$ cat config.mk
export PLATFORM = sky130hd
export DESIGN_NAME = cla_seq_adder
export DESIGN_NICKNAME = d
export VERILOG_FILES = /design/src/rtl/cla_pkg.sv /design/src/rtl/cla_4bit.sv /design/src/rtl/cla_seq_adder.sv
export SDC_FILE = /design/constraint.sdc
export NUM_CORES = 1
export LEC_CHECK = 0
export BUFFER_PORTS_ARGS = -buffer_cell sky130_fd_sc_hd__buf_2
export CORE_MARGIN = 2
export CORE_UTILIZATION = 35
export CTS_CLUSTER_SIZE = 30
export DETAILED_ROUTE_END_ITERATION = 7
export PLACE_DENSITY = 0.59
export SYNTH_ARGS = -nofsm -noshare
export SYNTH_HDL_FRONTEND = slang
export SYNTH_SLANG_ARGS = --single-unit
$ cat constraint.sdc
create_clock -name clk -period 3.6 [get_ports clk]
set_clock_uncertainty 0.05 [all_clocks]
set_input_delay 0.54 -clock clk [delete_from_list [all_inputs] [get_ports clk]]
set_output_delay 0.54 -clock clk [all_outputs]
set_load 0.01 [all_outputs]
$ cat src/rtl/cla_pkg.sv
// Shared definitions for the sequential CLA adder: FSM encodings, the nibble
// width, and a helper that sizes the nibble index counter.
package cla_pkg;

    localparam int NIB_W = 4;

    typedef enum logic [1:0] {
        ST_IDLE = 2'd0,
        ST_RUN  = 2'd1,
        ST_DONE = 2'd2
    } state_t;

    // Index width for a given nibble count; a single-nibble adder still gets a
    // one-bit counter so the register never collapses to zero width.
    function automatic int idx_width(input int nib);
        return (nib > 1) ? $clog2(nib) : 1;
    endfunction

endpackage

$ cat src/rtl/cla_4bit.sv
// 4-bit carry-lookahead adder slice. This is purely combinational. All internal
// carries come from generate/propagate terms and do not ripple.
module cla_4bit (
    input  logic [3:0] a,
    input  logic [3:0] b,
    input  logic       cin,
    output logic [3:0] sum,
    output logic       cout
);

    logic [3:0] g;
    logic [3:0] p;
    logic [4:0] c;

    // Bitwise generate/propagate, then flattened lookahead carries.
    always_comb begin
        g    = a & b;
        p    = a ^ b;
        c[0] = cin;
        c[1] = g[0] | (p[0] & cin);
        c[2] = g[1] | (p[1] & g[0]) | (p[1] & p[0] & cin);
        c[3] = g[2] | (p[2] & g[1]) | (p[2] & p[1] & g[0])
             | (p[2] & p[1] & p[0] & cin);
        c[4] = g[3] | (p[3] & g[2]) | (p[3] & p[2] & g[1])
             | (p[3] & p[2] & p[1] & g[0])
             | (p[3] & p[2] & p[1] & p[0] & cin);
        sum  = p ^ c[3:0];
        cout = c[4];
    end

endmodule

$ cat src/rtl/cla_seq_adder.sv
// Area-minimal wide adder: one cla_4bit slice is stepped across the operand
// nibbles, LSB first, with the inter-nibble carry held in a register.
//
//   state   | meaning
//   --------+-------------------------------------------------------------
//   ST_IDLE | no operation; ready for start, outputs hold last result
//   ST_RUN  | one nibble per cycle, idx selects the nibble being added
//   ST_DONE | result valid, done pulses; a start here begins the next op
module cla_seq_adder
    import cla_pkg::*;
#(
    parameter int WIDTH = 16
) (
    input  logic             clk,
    input  logic             rst_n,
    input  logic             start,
    input  logic [WIDTH-1:0] a,
    input  logic [WIDTH-1:0] b,
    input  logic             cin,
    output logic             ready,
    output logic             busy,
    output logic             done,
    output logic [WIDTH-1:0] sum,
    output logic             cout,
    output logic             ovf
);

    localparam int NIB   = WIDTH / NIB_W;
    localparam int IDX_W = idx_width(NIB);

    state_t             state;
    state_t             state_nxt;
    logic [IDX_W-1:0]   idx;
    logic [WIDTH-1:0]   a_q;
    logic [WIDTH-1:0]   b_q;
    logic               carry_q;
    logic [WIDTH-1:0]   sum_q;
    logic               cout_q;
    logic               ovf_q;

    logic               accept;
    logic               idx_last;
    logic [NIB_W-1:0]   a_nib;
    logic [NIB_W-1:0]   b_nib;
    logic [NIB_W-1:0]   cla_sum;
    logic               cla_cout;

    // Select the operand nibbles addressed by the current step.
    always_comb begin
        a_nib    = a_q[NIB_W*int'(idx) +: NIB_W];
        b_nib    = b_q[NIB_W*int'(idx) +: NIB_W];
        idx_last = (idx == IDX_W'(NIB - 1));
    end

    cla_4bit u_cla (
        .a    (a_nib),
        .b    (b_nib),
        .cin  (carry_q),
        .sum  (cla_sum),
        .cout (cla_cout)
    );

    // State register.
    always_ff @(posedge clk) begin
        if (!rst_n) begin
            state <= ST_IDLE;
        end else begin
            state <= state_nxt;
        end
    end

    // Next-state decode and handshake outputs.
    always_comb begin
        state_nxt = state;
        ready     = 1'b0;
        busy      = 1'b0;
        done      = 1'b0;
        accept    = 1'b0;
        case (state)
            ST_IDLE: begin
                ready  = 1'b1;
                accept = start;
                if (start) begin
                    state_nxt = ST_RUN;
                end
            end
            ST_RUN: begin
                busy = 1'b1;
                if (idx_last) begin
                    state_nxt = ST_DONE;
                end
            end
            ST_DONE: begin
                ready  = 1'b1;
                done   = 1'b1;
                accept = start;
                state_nxt = start ? ST_RUN : ST_IDLE;
            end
            default: begin
                state_nxt = ST_IDLE;
            end
        endcase
    end

    // Operand capture, per-nibble accumulation and final flag update.
    always_ff @(posedge clk) begin
        if (!rst_n) begin
            idx     <= '0;
            a_q     <= '0;
            b_q     <= '0;
            carry_q <= 1'b0;
            sum_q   <= '0;
            cout_q  <= 1'b0;
            ovf_q   <= 1'b0;
        end else if (accept) begin
            idx     <= '0;
            a_q     <= a;
            b_q     <= b;
            carry_q <= cin;
            sum_q   <= '0;
            cout_q  <= 1'b0;
            ovf_q   <= 1'b0;
        end else if (state == ST_RUN) begin
            sum_q[NIB_W*int'(idx) +: NIB_W] <= cla_sum;
            carry_q <= cla_cout;
            if (idx_last) begin
                // The top nibble's MSB is the result sign, so overflow can be
                // judged from the live CLA output without waiting a cycle.
                idx    <= '0;
                cout_q <= cla_cout;
                ovf_q  <= (a_q[WIDTH-1] == b_q[WIDTH-1])
                       && (cla_sum[NIB_W-1] != a_q[WIDTH-1]);
            end else begin
                idx <= idx + IDX_W'(1);
            end
        end
    end

    // Result outputs come straight from registers.
    always_comb begin
        sum  = sum_q;
        cout = cout_q;
        ovf  = ovf_q;
    end

endmodule

-- Word level (Yosys, flattened, before mapping)
Cells that the tools add are included.
- register bits: 55
- bits in latches: 0
- memory bits (writable): 0
- ROM bits: 0
- bits of input ports: 36
- output and inout bits: 21
- word-level logic and storage cells: 70
- memories kept: 0
- $add $sub $neg: 2
- $mul: 0
- div/mod/pow operators: 0
- order comparisons: 0
- equal/unequal tests: 7
- shifts and indexed selects: 4
- multiplexer cells: 12
- bitwise logic cells: 30
- reductions and logical operators: 7
- operators with widths (operator ; number):
    negation 4 -> 33 bit ; 1
    variable shift 4 x 33 -> 16 bit, first input constant ; 1
    indexed part select 4 x 33 -> 16 bit ; 1
    indexed part select 16 x 5 -> 4 bit ; 2
    bitwise AND 1 bit ; 16
    bitwise mux 16 bit ; 1
    bitwise OR 1 bit ; 10
    bitwise XOR 4 bit ; 2
    2-to-1 mux 1 bit ; 7
    2-to-1 mux 2 bit ; 3
    one-hot mux 2 bit (3 select lines) ; 1
    bitwise AND 4 bit ; 1
    == test 2 bit, second input constant ; 2
    != test 2 bit, second input constant ; 2
    AND reduction 2 bit ; 2
    OR reduction 2 bit ; 2
    adder 2 x 1 -> 2 bit, second input constant ; 1
    == test 2 x 1 -> 1 bit, second input constant ; 1
    zero test 2 bit ; 1
    nonzero test 2 bit ; 1
    == test 1 bit ; 1
    logical AND 1 bit ; 1
    != test 1 bit ; 1
    inverter 1 bit ; 1

-- Depth between registers and ports, before layout
- depth in word-level cells: 9
- gate-level depth with buffers: 8
- depth with buffers taken out: 7

-- Hierarchy
A second synthesis with hierarchy kept.
- cells, all modules: 258
- area total of the unflattened synthesis: 2448.6 µm²
- modules (own cells, without submodules) (module ; instances ; cells each ; area an instance (µm²) ; seq. area each (µm²)):
    cla_seq_adder ; 1 ; 241 ; 2301.0 ; 1101.1
    cla_4bit ; 1 ; 17 ; 147.6 ; 0.0

-- Worst setup path before layout
OpenSTA, ideal clock, no wires.
- kind: reg2reg
- from: reg idx[0]
- to: reg ovf_q (netlist: ovf)
- library setup time: 0.091 ns
- arrival: 2.416 ns
- required time: 3.459 ns
- setup slack: 1.043 ns
- stages on the path, launching flop included: 9
- buffers on the path: 1
- clock period less this slack: 2.557 ns
- cell sequence: dfxtp_1 -> buf_2 -> mux4_2 -> ha_1 -> a41oi_2 -> o21ai_2 -> xor2_2 -> nand3b_1 -> a311oi_1
- cells in the longest elaborated chain, start to end: 9
- elaborated cells on any way between the ends: 17
- those cells by class: eq/ne: 2; shift: 2; bitwise: 11; reduce/logical: 2
- ends and longest elaborated chain (element ; line ; RTL):
    start: declaration ; cla_seq_adder.sv:33 ; logic [IDX_W-1:0] idx;
    start signal: assignment ; cla_seq_adder.sv:134 ; idx <= idx + IDX_W'(1);
    indexed part select 16 x 5 -> 4 bit, on equally long branches ; cla_seq_adder.sv:50, cla_seq_adder.sv:51 ;
    bitwise XOR 4 bit or bitwise AND 4 bit (tied branches) ; cla_4bit.sv:18, cla_4bit.sv:17 ;
    bitwise AND 1 bit, on equally long branches ; cla_4bit.sv:22, cla_4bit.sv:23 ;
    bitwise OR 1 bit, or another cell as far along ; cla_4bit.sv:22 ; c[3] = g[2] | (p[2] & g[1]) | (p[2] & p[1] & g[0])
    bitwise OR 1 bit or bitwise AND 1 bit (tied branches) ; cla_4bit.sv:22, cla_4bit.sv:23 ;
    bitwise OR 1 bit ; cla_4bit.sv:23 ; | (p[2] & p[1] & p[0] & cin);
    bitwise XOR 4 bit ; cla_4bit.sv:27 ; sum = p ^ c[3:0];
    != test 1 bit ; cla_seq_adder.sv:132 ; && (cla_sum[NIB_W-1] != a_q[WIDTH-1]);
    logical AND 1 bit ; cla_seq_adder.sv:132 ;
    end signal: assignment ; cla_seq_adder.sv:131 ; ovf_q <= (a_q[WIDTH-1] == b_q[WIDTH-1])
    end: declaration ; cla_seq_adder.sv:39 ; logic ovf_q;
Several ways; a longest one is shown, not always the timed one.
A chain may end at the register's enable or synchronous reset.

-- Worst setup path after layout
Same ends and word-level chain as after synthesis.

==> results.rst <==
.. list-table::
   :header-rows: 1

   * - Metric
     - Value
   * - Post-synthesis sequential area ratio
     - 44.0%
   * - Power per Cell Area
     - 398 mW/mm2
   * - Final number of max-transition violations
     - 0
   * - Critical Setup Path Class
     - reg -> reg
   * - Cell at the root of the clock tree
     - clkbuf_8
   * - Instance count of the mapped netlist
     - 267
   * - Routed Antenna Nets
     - 0
   * - Number of post-CTS setup repair buffers
     - 0
   * - Transition at the pin with the smallest max-transition slack
     - 1.03 ns
   * - Warnings from Yosys
     - 0
   * - Flop and latch count out of synthesis
     - 55
   * - Initial Util
     - 36.4%
   * - Outcome
     - finished, final reports clean
   * - Routability Congestion
     - 0.765
   * - Post-synth design cell area
     - 0.00250 mm2
   * - Required time worst endpoint
     - 3.76 ns
   * - Ports placed on the boundary
     - 57
   * - Iteration-0 DRC count of the detailed router
     - 76
   * - Sort of element at the start of the critical path
     - register
   * - Number of resized instances in the post-cts repair step
     - 0
   * - Proportion of layout cells with a drive suffix above 1
     - 26.6%
   * - Vias post-DR
     - 1962
   * - EDFF count, synth
     - 0
   * - Number of antenna cells inserted
     - 0
   * - Largest net degree at the start of global routing
     - 37
   * - Worst-case vdd ir drop
     - 0.213 mV
   * - Proportion of total power due to net switching
     - 27.8%
   * - Largest stage delay on the critical path
     - 0.57 ns
   * - Comb power frac
     - 14.2%
   * - Number of nets in the finished design
     - 366
   * - Worst endpoint data arrival time
     - 2.93 ns
   * - Critical path endpoint category
     - register
   * - Number of global-route vias before repair
     - 1932
   * - Min-delay worst type
     - in -> reg
   * - Chip width
     - 88.5 um
   * - Internal Power
     - 846 uW
   * - Die area
     - 0.00784 mm2
   * - Syn nets
     - 315
   * - Maximum clock rate
     - 361 MHz
   * - Deepest level of the CTS H-tree
     - 2
   * - Final worst-path cycle share
     - 76.9%
   * - Crit-path slowest cell
     - mux4_2
   * - Leakage power
     - 0.00121 uW
   * - Most frequent standard cell in the layout excluding fill and tap cells
     - nand2_1
   * - Number of antenna violations at the first check in global routing
     - 0
   * - Hold bufs inserted after CTS
     - 0
   * - Power Total
     - 1170 uW
   * - Finished Core Util
     - 42.9%
   * - All-Layer GR Usage
     - 14.9%
   * - Clock latency on the worst-skew pair
     - 0.31 ns
   * - Number of library cell types mapped by synthesis
     - 35
   * - Worst-path clk slew
     - 0.11 ns
   * - Detailed Place HPWL
     - 3.90 mm
   * - Main flop type after synthesis
     - dfxtp_1
   * - GRT Residual Overflow
     - 0
   * - Net Switching
     - 326 uW
   * - Setup TNS
     - 0 ns
   * - Series of cell instances along the critical path
     - buf_4 > mux4_2 > ha_1 > a41oi_2 > o21ai_2 > xor2_2 > nand2_1 > a311oi_1
   * - TritonCTS clock tree
     - done
   * - Mean instance size in the synthesized netlist
     - 9.37 um2
   * - Final critical-path required period
     - 2.77 ns
   * - Buffer and inverter count on the worst path
     - 1
   * - MaxCap Viol Count
     - 0
   * - Count of endpoints failing setup in the final report
     - 0
   * - Wire length per cell after detailed routing
     - 12.8 um
   * - Share of total power in sequential cells
     - 55.8%
   * - Global-route wire length before repair
     - 9.12 mm
   * - Buffers on Ports
     - 56
   * - Area inside the core boundary
     - 0.00687 mm2
   * - Top fanout value on the critical path
     - 9
   * - Total length of routed wires
     - 5.33 mm
   * - Residual DRC
     - 0
   * - Total number of placement rows
     - 30
   * - Clock sink total
     - 55
   * - Highest-count cells in the layout ignoring fill and taps
     - nand2_1, buf_2, dfxtp_1, a21boi_0, nor2_1
   * - Number of hold-slack violations in the final timing report
     - 0
   * - Post-synth ARST share
     - 0%
   * - Relative contribution of the clock network to total power
     - 30.0%
   * - Clock buffer count from CTS
     - 5
   * - Pre-antenna DRT Iters
     - 4
   * - Worst-case clock buffer depth
     - 2
   * - Critical path's top delay family
     - multiplexers
   * - Vias per cell
     - 4.73
   * - RSZ-0062 raised after global routing
     - no
   * - Worst slew slack as a fraction of its limit
     - 31.1%
   * - Die height
     - 88.5 um
   * - Synth-to-Final Area Change
     - 17.8%
## cells by family (layout without fill, tap and decap cells)
logic type / Yosys count / count (layout) / share of synthesized area, %
and+or+nand+nor: 110 / 110 / 19.6
AOI/OAI and AO/OA: 59 / 59 / 17.9
DFF: 55 / 55 / 44.0
buffers and inverters: 20 / 72 / 3.60
adders and majority gates: 12 / 12 / 6.30
muxes: 8 / 8 / 7.20
xor gates and xnor gates: 3 / 3 / 1.35
## path summary, 6_finish.rpt
kind	from	to	slack, ns	depth (start not counted)
min reg2reg	a_q[2]	a_q[2]	0.42	2
min	b[15]	b_q[15]	0.42	3
max	idx[0]	ovf	0.83	8
max reg2reg	idx[0]	ovf	0.83	8
## worst reg2reg max path: cells and delay by family, from the launching register on
kind                     cells  cell delay [ns]
AO/OA/AOI/OAI                3             0.52
XOR/XNOR                     1             0.28
adder cells (fa/ha/maj)      1             0.34
buffers and inverters        1             0.28
flip-flops                   1             0.55
multiplexers                 1             0.57
AND/OR/NAND/NOR              1             0.08
## stage by stage
step	cells	setup WS (ns)	hold WS [ns]	area [um2]
floorplan	267	1.04	0.390	2500
global placement	407	0.846	0.401	2850
detailed placement	407	0.787	0.408	2850
CTS	415	0.760	0.409	2950
global route	415	0.559	0.416	2950
finish	415	0.831	0.417	2950
## power groups by stage
stage | Sequential, uW | Combinational [uW] | Clock, uW
finish | 653 | 167 | 351
global route | 658 | 190 | 389
CTS | 654 | 170 | 363
detailed placement | 668 | 169 | 0
global placement | 668 | 167 | 0
floorplan | 661 | 121 | 0
## cell usage after synthesis (3+ instances only)
cell	count	share of area, %
nand2_1	73	11
mux4_2	8	7.2
a21oi_1	3	0.60
inv_1	5	0.75
a21boi_0	32	9.6
dfxtp_1	55	44
nor4_2	3	1.5
buf_2	8	1.6
clkbuf_1	6	0.90
nor2_1	24	3.6
ha_1	11	5.5
a22oi_1	16	4.8
## flip-flops by register name (all words and copies together), names as in the netlist
name / flops
a_q: 16
b_q: 16
sum: 16
idx: 2
state: 2
carry_q: 1
cout: 1
ovf: 1
## layout make-up
type / count / area (um2)
sequential: 55 / 1100
timing repair buffer: 58 / 295
clock buffer: 5 / 68.8
clock inverter: 3 / 23.8
tap: 96 / 120
inverter: 6 / 27.5
fill: 710 / 3920
multi-input combinational: 192 / 1310
## per-layer routing
layer | share of wire [%] | wire (um) | vias up | global-route usage, %
met5 | 0 | 0 | - | 0
met4 | 0.47 | 25 | 0 | 3.31
met3 | 4.0 | 215 | 2 | 3.17
met2 | 45 | 2420 | 49 | 24.3
met1 | 50 | 2670 | 900 | 20.4
li1 | - | - | 1011 | -
Note: power is estimated with default switching activity, not from simulation.
